### src/rtl/regfile_pkg.sv
// Shared types and default sizes for the register-file writeback arbiter.
package regfile_pkg;

  localparam int unsigned REG_ADDR_W     = 5;
  localparam int unsigned REG_DATA_W     = 32;
  localparam int unsigned WB_QUEUE_DEPTH = 2;

  // One queued writeback: destination register and value
  typedef struct packed {
    logic [REG_ADDR_W-1:0] addr;
    logic [REG_DATA_W-1:0] data;
  } wb_entry_t;

  // Identity of the most recently granted requester
  typedef enum logic {
    GRANT_A = 1'b0,
    GRANT_B = 1'b1
  } grant_e;

endpackage

### src/rtl/wb_fifo.sv
// In-order writeback queue: per-slot valid bits, head outputs, and all-slot
// address/valid taps so the parent can build its pending-write mask.
module wb_fifo
  import regfile_pkg::*;
#(
  parameter int unsigned DEPTH = WB_QUEUE_DEPTH,
  parameter int unsigned AW    = REG_ADDR_W,
  parameter int unsigned DW    = REG_DATA_W
) (
  input  logic                   clk_i,
  input  logic                   rst_i,
  input  logic                   push_i,
  input  logic [AW-1:0]          push_addr_i,
  input  logic [DW-1:0]          push_data_i,
  input  logic                   pop_i,
  output logic                   full_o,
  output logic                   empty_o,
  output logic [AW-1:0]          head_addr_o,
  output logic [DW-1:0]          head_data_o,
  output logic [DEPTH-1:0][AW-1:0] tap_addr_o,
  output logic [DEPTH-1:0]       tap_valid_o
);

  localparam int unsigned PTR_W = (DEPTH > 1) ? $clog2(DEPTH) : 1;

  logic [DEPTH-1:0][AW-1:0] addr_q;
  logic [DEPTH-1:0][DW-1:0] data_q;
  logic [DEPTH-1:0]         valid_q, valid_d;
  logic [PTR_W-1:0]         wr_ptr_q, wr_ptr_d;
  logic [PTR_W-1:0]         rd_ptr_q, rd_ptr_d;
  logic                     full, empty;
  logic                     do_push, do_pop;

  // Occupancy comes straight from the slot valid bits
  assign full    = &valid_q;
  assign empty   = ~|valid_q;
  assign do_push = push_i && !full;
  assign do_pop  = pop_i && !empty;

  // Pointer and valid-bit next state; pointers wrap since DEPTH is a power of two
  always_comb begin
    valid_d  = valid_q;
    wr_ptr_d = wr_ptr_q;
    rd_ptr_d = rd_ptr_q;
    if (do_pop) begin
      valid_d[rd_ptr_q] = 1'b0;
      rd_ptr_d          = rd_ptr_q + PTR_W'(1);
    end
    if (do_push) begin
      valid_d[wr_ptr_q] = 1'b1;
      wr_ptr_d          = wr_ptr_q + PTR_W'(1);
    end
  end

  // Control state register; reset flushes every slot
  always_ff @(posedge clk_i) begin
    if (rst_i) begin
      valid_q  <= '0;
      wr_ptr_q <= '0;
      rd_ptr_q <= '0;
    end else begin
      valid_q  <= valid_d;
      wr_ptr_q <= wr_ptr_d;
      rd_ptr_q <= rd_ptr_d;
    end
  end

  // Payload storage; contents are only meaningful where valid_q is set
  always_ff @(posedge clk_i) begin
    if (do_push) begin
      addr_q[wr_ptr_q] <= push_addr_i;
      data_q[wr_ptr_q] <= push_data_i;
    end
  end

  assign full_o      = full;
  assign empty_o     = empty;
  assign head_addr_o = addr_q[rd_ptr_q];
  assign head_data_o = data_q[rd_ptr_q];
  assign tap_addr_o  = addr_q;
  assign tap_valid_o = valid_q;

endmodule

### src/rtl/regfile_write_arbiter.sv
// Shares the register file write port between ALU writeback (A) and load
// writeback (B). Each requester feeds a wb_fifo; one entry is granted per
// cycle into a registered write stage, and Pending flags every register with
// a queued or staged write. Define ARB_FIXED_PRIORITY_EN to make A always win
// ties instead of round-robin.
module regfile_write_arbiter
  import regfile_pkg::*;
#(
  parameter int unsigned DATA_WIDTH = REG_DATA_W,
  parameter int unsigned ADDR_WIDTH = REG_ADDR_W,
  parameter int unsigned DEPTH      = WB_QUEUE_DEPTH
) (
  input  logic                       Clk,
  input  logic                       Reset,
  input  logic                       ValidA,
  output logic                       ReadyA,
  input  logic [ADDR_WIDTH-1:0]      AddrA,
  input  logic [DATA_WIDTH-1:0]      DataA,
  input  logic                       ValidB,
  output logic                       ReadyB,
  input  logic [ADDR_WIDTH-1:0]      AddrB,
  input  logic [DATA_WIDTH-1:0]      DataB,
  output logic                       RegWrite,
  output logic [ADDR_WIDTH-1:0]      WriteRegister,
  output logic [DATA_WIDTH-1:0]      WriteData,
  output logic [(2**ADDR_WIDTH)-1:0] Pending
);

  localparam int unsigned NUM_REGS = 2**ADDR_WIDTH;

  logic                            full_a, empty_a, full_b, empty_b;
  logic [ADDR_WIDTH-1:0]           head_addr_a, head_addr_b;
  logic [DATA_WIDTH-1:0]           head_data_a, head_data_b;
  logic [DEPTH-1:0][ADDR_WIDTH-1:0] tap_addr_a, tap_addr_b;
  logic [DEPTH-1:0]                tap_valid_a, tap_valid_b;
  logic                            gnt_a, gnt_b;

  logic                  reg_write_q, reg_write_d;
  logic [ADDR_WIDTH-1:0] write_reg_q, write_reg_d;
  logic [DATA_WIDTH-1:0] write_data_q, write_data_d;
  logic [NUM_REGS-1:0]   pending_c;

  // Ready is purely a function of registered occupancy
  assign ReadyA = !full_a;
  assign ReadyB = !full_b;

  wb_fifo #(.DEPTH(DEPTH), .AW(ADDR_WIDTH), .DW(DATA_WIDTH)) u_fifo_a (
    .clk_i       (Clk),
    .rst_i       (Reset),
    .push_i      (ValidA),
    .push_addr_i (AddrA),
    .push_data_i (DataA),
    .pop_i       (gnt_a),
    .full_o      (full_a),
    .empty_o     (empty_a),
    .head_addr_o (head_addr_a),
    .head_data_o (head_data_a),
    .tap_addr_o  (tap_addr_a),
    .tap_valid_o (tap_valid_a)
  );

  wb_fifo #(.DEPTH(DEPTH), .AW(ADDR_WIDTH), .DW(DATA_WIDTH)) u_fifo_b (
    .clk_i       (Clk),
    .rst_i       (Reset),
    .push_i      (ValidB),
    .push_addr_i (AddrB),
    .push_data_i (DataB),
    .pop_i       (gnt_b),
    .full_o      (full_b),
    .empty_o     (empty_b),
    .head_addr_o (head_addr_b),
    .head_data_o (head_data_b),
    .tap_addr_o  (tap_addr_b),
    .tap_valid_o (tap_valid_b)
  );

`ifdef ARB_FIXED_PRIORITY_EN
  // Fixed priority: B only when A has nothing queued
  always_comb begin
    gnt_a = !empty_a;
    gnt_b = empty_a && !empty_b;
  end
`else
  grant_e last_grant_q, last_grant_d;

  // Round-robin: on a tie, grant whoever did not win last time
  always_comb begin
    gnt_a = !empty_a && (empty_b || (last_grant_q == GRANT_B));
    gnt_b = !empty_b && !gnt_a;
  end

  // Remember the last winner; hold when nothing was granted
  always_comb begin
    last_grant_d = last_grant_q;
    if (gnt_a) begin
      last_grant_d = GRANT_A;
    end else if (gnt_b) begin
      last_grant_d = GRANT_B;
    end
  end

  // LastGrant register; reset favours A on the first tie
  always_ff @(posedge Clk) begin
    if (Reset) begin
      last_grant_q <= GRANT_B;
    end else begin
      last_grant_q <= last_grant_d;
    end
  end
`endif

  // Write stage next state: load the granted head, suppress writes to r0
  always_comb begin
    reg_write_d  = 1'b0;
    write_reg_d  = write_reg_q;
    write_data_d = write_data_q;
    if (gnt_a) begin
      reg_write_d  = (head_addr_a != '0);
      write_reg_d  = head_addr_a;
      write_data_d = head_data_a;
    end else if (gnt_b) begin
      reg_write_d  = (head_addr_b != '0);
      write_reg_d  = head_addr_b;
      write_data_d = head_data_b;
    end
  end

  // Registered register-file write port
  always_ff @(posedge Clk) begin
    if (Reset) begin
      reg_write_q  <= 1'b0;
      write_reg_q  <= '0;
      write_data_q <= '0;
    end else begin
      reg_write_q  <= reg_write_d;
      write_reg_q  <= write_reg_d;
      write_data_q <= write_data_d;
    end
  end

  // Pending mask: every valid queued entry plus the live staged write, never r0
  always_comb begin
    pending_c = '0;
    for (int unsigned i = 0; i < DEPTH; i++) begin
      if (tap_valid_a[i]) pending_c[tap_addr_a[i]] = 1'b1;
      if (tap_valid_b[i]) pending_c[tap_addr_b[i]] = 1'b1;
    end
    if (reg_write_q) pending_c[write_reg_q] = 1'b1;
    pending_c[0] = 1'b0;
  end

  assign RegWrite      = reg_write_q;
  assign WriteRegister = write_reg_q;
  assign WriteData     = write_data_q;
  assign Pending       = pending_c;

endmodule

### config.mk
export PLATFORM = sky130hd
export DESIGN_NAME = regfile_write_arbiter
export DESIGN_NICKNAME = d
export VERILOG_FILES = /design/src/rtl/regfile_pkg.sv /design/src/rtl/wb_fifo.sv /design/src/rtl/regfile_write_arbiter.sv
export SDC_FILE = /design/constraint.sdc
export NUM_CORES = 1
export LEC_CHECK = 0
export ABC_CLOCK_PERIOD_IN_PS = 3780
export CORE_UTILIZATION = 45
export CTS_CLUSTER_SIZE = 8
export DETAILED_ROUTE_END_ITERATION = 12
export DONT_BUFFER_PORTS = 1
export HOLD_SLACK_MARGIN = 0.1
export PLACE_DENSITY = 0.61
export SYNTH_ARGS = -nofsm -noshare
export SYNTH_HDL_FRONTEND = slang
export SYNTH_SLANG_ARGS = --single-unit
### constraint.sdc
create_clock -name Clk -period 3.78 [get_ports Clk]
set_input_delay 0.567 -clock Clk [delete_from_list [all_inputs] [get_ports Clk]]
set_output_delay 0.567 -clock Clk [all_outputs]
set_load 0.01 [all_outputs]
; ---- Yosys cells after proc, flatten, opt, wreduce, memory -nomap -nowiden
; Cells that the tools add are included.
[totals]
reg_bits = 195
input_bits = 78
[op_classes]
add_sub_neg = 4
n_lt_le_gt_ge = 18
muxes = 55
bitwise = 10
n_reduce_logical = 27
[op_table]
columns = cell, count
row1 = $mux W32, 13
row2 = $bwmux W64, 2
row3 = $or A32 B32 Y32, 4
row4 = $demux W32 S1, 2
row5 = $mux W5, 8
row6 = $lt A5 B6 Y1 const B, 5
row7 = $demux W1 S5, 5
row8 = $ge A5 B1 Y1 const B, 5
row9 = $bwmux W10, 2
row10 = $logic_and A1 B1 Y1, 15
row11 = $mux W1, 13
row12 = $demux W5 S1, 2
row13 = $reduce_bool A5 Y1, 2
row14 = $lt A1 B2 Y1 const B, 4
row15 = $mux W2, 4
row16 = $add A1 B1 Y1 const B, 4
row17 = $and A2 B2 Y2, 2
row18 = $demux W1 S1, 4
row19 = $ge A1 B1 Y1 const B, 4
row20 = $logic_not A1 Y1, 4
row21 = $not A2 Y2, 2
row22 = $or A2 B2 Y2, 2
row23 = $reduce_and A2 Y1, 2
row24 = $reduce_or A2 Y1, 2
row25 = 2 further kinds, 2

; ---- Logic depth before layout (Yosys ltp)
[logic_depth]
depth_word = 13
mapped_depth = 6
mapped_depth_nobuf = 4

; ---- By module
; Synthesis repeated with hierarchy kept, for this count alone.
[unflattened]
hier_cells = 714
hier_area_um2 = 8867.3
[modules_own_cells]
columns = mod, instances, cells_each, area_per_inst_um2, seq_area_each_um2
row1 = wb_fifo, 2, 137, 2845.2, 2302.2
row2 = regfile_write_arbiter, 1, 440, 3176.8, 780.7

; ---- Least setup slack after synthesis
; Ideal clock, no wire load.
[synth_timing]
path_type = flip-flop to flip-flop
startpoint = register u_fifo_b.valid_q[1], in the netlist u_fifo_b.tap_valid_o[1]
endpoint = register u_fifo_b.data_q[0] in the netlist's numbering (enable)
arrival_time_ns = 1.722
required_ns = 3.388
path_slack_ns = 1.666
stages_incl_launch_ff = 6
n_path_buf = 1
synth_period_minus_slack_ns = 2.114
path_cell_list = dfxtp_1 clkbuf_1 nand2_1 nand2_1 or2_1 inv_1
[synth_between]
elab_chain_cells = 3
[synth_rtl]
columns = element, line_no
row1 = "start, declared", wb_fifo.sv:28  ; logic [DEPTH-1:0] valid_q, valid_d;
row2 = "start signal, assigned", wb_fifo.sv:62  ; valid_q <= valid_d;
row3 = $reduce_and A2 Y1, wb_fifo.sv:35  ; assign full = &valid_q;
row4 = $logic_not A1 Y1, --
row5 = net ReadyB, regfile_write_arbiter.sv:20  ; output logic ReadyB,
row6 = $logic_and A1 B1 Y1, wb_fifo.sv:37  ; assign do_push = push_i && !full;
row7 = "end signal, assigned by index", wb_fifo.sv:72  ; data_q[wr_ptr_q] <= push_data_i;
row8 = "end, declared", wb_fifo.sv:27  ; logic [DEPTH-1:0][DW-1:0] data_q;
; The timed path passes the listed nets, and every way through them passes these cells.
; A chain may end at the register's enable or synchronous reset.

; ---- Final worst setup path
[layout_timing]
startpoint = register write_reg_q[4], in the netlist WriteRegister[4]
endpoint = output port Pending[14]
[layout_between]
elab_chain_cells = 6
[layout_rtl]
columns = element, line_no
row1 = "start, declared", regfile_write_arbiter.sv:39  ; logic [ADDR_WIDTH-1:0] write_reg_q, write_reg_d;
row2 = "start signal, assigned", regfile_write_arbiter.sv:136  ; write_reg_q <= write_reg_d;
row3 = $lt A5 B6 Y1 (not written as such) / $ge A5 B1 Y1 (equally long branches), regfile_write_arbiter.sv:148  ; if (reg_write_q) pending_c[write_reg_q] = 1'b1;
row4 = $logic_and A1 B1 Y1 (not written as such), regfile_write_arbiter.sv:148
row5 = $mux W1 (not written as such), regfile_write_arbiter.sv:148
row6 = $demux W1 S5 *, regfile_write_arbiter.sv:148
row7 = $or A32 B32 Y32 (no source line) *, --
row8 = $mux W32 *, regfile_write_arbiter.sv:148
row9 = "end, declared", regfile_write_arbiter.sv:26  ; output logic [(2**ADDR_WIDTH)-1:0] Pending
; Every way passes the cells marked *; elsewhere a longest branch is shown, timed or not.

==> results.md <==
* Setup CP Type: flop to output pin
* Initial Utilization at 46.0%
* Worst stage delay on the critical path at 640 ps
* Slowest CP cell: dfxtp_1
* Max-cap violations at 0
* Final nets at 736
* Crit path cell chain: nand3b_1 -> o22ai_1 -> nor2_1 -> o221ai_1
* Clock Pin Slew Worst Setup and Hold Paths at 70 ps
* Crit share post-route at 68.6%
* Leak at 2.89 nW
* Placement-stage cell area at 8660 um2
* Detailed Place HPWL at 15,000 um
* Die H at 140 um
* Clock tree buffer depth at 2
* Hold Fails Final Rpt at 0
* RSZ-0062 raised after global routing: false
* Fmax at 385 MHz
* Slew headroom at 22.8%
* Post-layout minimum cycle time at 2590 ps
* Seq/Total Area, Yosys at 62.4%
* Setup violators final at 0
* Number of flops mapped to enable cells by yosys at 148
* Ranking of synthesized cells by area: edfxtp_1 (52%), dfxtp_1 (11%), mux2_2 (9.5%)
* Global-route wire length before repair at 34,000 um
* Num rows at 50
* Core area at 18,800 um2
* Synth unique cells at 35
* Drt via density at 6.21
* DRC Markers at 0
* Die area at 19,700 um2
* Clock Sinks at 195
* CTS root buffer: clkbuf_16
* Port Buf Inserts at 0
* Number of global-route vias before repair at 5,700
* Clk_lat worst skew at 430 ps
* Cell area after synthesis at 8630 um2
* Syn_nets at 768
* # Post-CTS Setup Buffers at 0
* I/O pin count at 150
* Clock Skew at 10.5 ps
* Avg WL per Cell at 24.9 um
* CTS buffer count at 17
* Layout area overhead at 7.14%
* Yosys warnings at 0
* #FFs+latches synth at 195
* Asr flop ratio synth at 0%
* Post-Route WL at 22,600 um
* Resized cells post-CTS at 0
* CP Capture Type: output pin
* CP Max Fanout at 10
* Least-Margin Pin Slew at 1160 ps
* Die X-Extent at 140 um
* Total gr overflow at 0
* Hold bufs inserted after CTS at 0
* Antenna viol nets, final at 0
* Critical Path Start Type: flop
* Largest net degree at the start of global routing at 48
* Worst EP arrival at 2030 ps
* Avg Synthesized Cell Area at 12.5 um2
* Syn Inst Count at 690
* DRT iter0 DRCs at 440
* Yosys top cell area share at 51.5%
* Main flop type after synthesis: edfxtp_1
* Pwr dens at 531 nW/um2
* Critical path required time at 3210 ps
* Worst Hold Class: input port to flop
* Area leader, netlist: edfxtp_1
* Layout cell share with drive strength beyond 1 at 17.1%
* Initial antenna violation count at 2
* Status: completed
* Max H-tree Level at 4
* Sum of negative setup slack at 0 ps
* Final GP Congestion at 0.902
* Fin area at 9240 um2
* Max VDD drop at 0.000351 V
* Vias at 5,633
* TritonRoute pass-1 iters at 5
* All-Layer GR Usage at 23.4%
* Pins Over Slew Limit at 0
* CTS tree: yes
[state kept, by name, indices dropped and copies added, names as in the netlist, 2 cells and up]
signal                cells
WriteRegister             5
u_fifo_b.data_q          64
u_fifo_a.data_q          64
u_fifo_b.tap_valid_o      2
WriteData                32
u_fifo_b.tap_addr_o      10
u_fifo_a.tap_valid_o      2
u_fifo_a.tap_addr_o      10
[placed cells by master (no fill, tap or decap), types with 4 or more instances in the layout]
cell type | netlist | layout
a21oi_1 | 43 | 43
a22oi_1 | 67 | 67
and3_1 | 5 | 4
clkbuf_16 | 0 | 17
dfxtp_1 | 47 | 45
edfxtp_1 | 148 | 148
mux2_2 | 73 | 73
nand2_1 | 67 | 67
nand3_1 | 28 | 28
nand3b_1 | 24 | 24
nor2_1 | 48 | 47
nor3_1 | 6 | 6
nor3b_1 | 21 | 21
o221ai_1 | 16 | 16
o22ai_1 | 16 | 16
or3b_1 | 4 | 4
[layout make-up]
class,count,area [um2]
inverter,5,18.8
clock buffer,20,457
timing repair buffer,1,7.51
clock inverter,12,120
fill,1652,9530
antenna,2,5.00
multi-input combinational,438,2950
tap,234,293
sequential,195,5390
[cells in the mapped netlist (2+ instances only)]
cell type  count
and3_1         5
o22ai_1       16
buf_4          3
edfxtp_1     148
clkbuf_1      24
inv_1          5
a21oi_1       43
dfxtp_1       47
nand3_1       28
a22oi_1       67
nand2_1       67
nand3b_1      24
nor3_1         6
or3b_1         4
o221ai_1      16
mux2_2        73
o21ai_1        2
o21ai_0        2
nor3b_1       21
buf_1          2
nor2_1        48
buf_6          7
xnor2_1        2
buf_2         16
or2_1          3
and3b_1        2
[per-stage QoR]
| step | power, mW | hold WS, ps | cells | util [%] | worst slack (ps) |
|---|---|---|---|---|---|
| global route | 5.08 | 178 | 905 | 49.2 | 1120 |
| floorplan | 3.08 | 440 | 690 | - | 1670 |
| detailed placement | 3.22 | 452 | 873 | 46.1 | 1580 |
| CTS | 4.95 | 184 | 905 | 49.2 | 1230 |
| finish | 4.91 | 198 | 907 | 49.2 | 1190 |
| global placement | 3.20 | 444 | 873 | 46.1 | 1640 |
[final timing paths]
path / start / slack [ps] / depth (start not counted) / endpoint
setup / recovery: WriteRegister[4] / 1190 / 4 / Pending[14]
hold / removal: Reset / 200 / 1 / WriteData[19]
setup reg to reg: u_fifo_b.tap_valid_o[1] / 1580 / 4 / RegWrite
hold reg to reg: u_fifo_a.wr_ptr_q / 460 / 2 / u_fifo_a.wr_ptr_q
[per-layer routing]
metal	vias to the layer above	global-route usage, %	wire, um
met1	2821	27.8	9110
met5	-	0	13
met2	214	39.4	11000
met4	2	8.07	527
li1	2561	-	-
met3	35	8.24	1890
[power breakdown]
| part | switching [mW] | internal (mW) |
|---|---|---|
| combinational | 0.265 | 0.224 |
| sequential | 0.206 | 2.47 |
| clock | 0.791 | 0.957 |
| total | 1.26 | 3.65 |
[critical path, delay by kind of cell, from the launching register on]
family / cells / cell delay [ps]
simple gates: 2 / 560
compound gates: 2 / 410
flops: 1 / 640
[logic make-up after synthesis]
family	after synthesis	synth area share, %
AND/OR/NAND/NOR	210	12.4
flip-flops	195	62.4
multiplexers	74	9.66
XOR/XNOR	2	0.203
AO/OA/AOI/OAI	151	11.8
other	1	0.0435
buffers and inverters	57	3.45
Power figures use the tool's default switching activity.
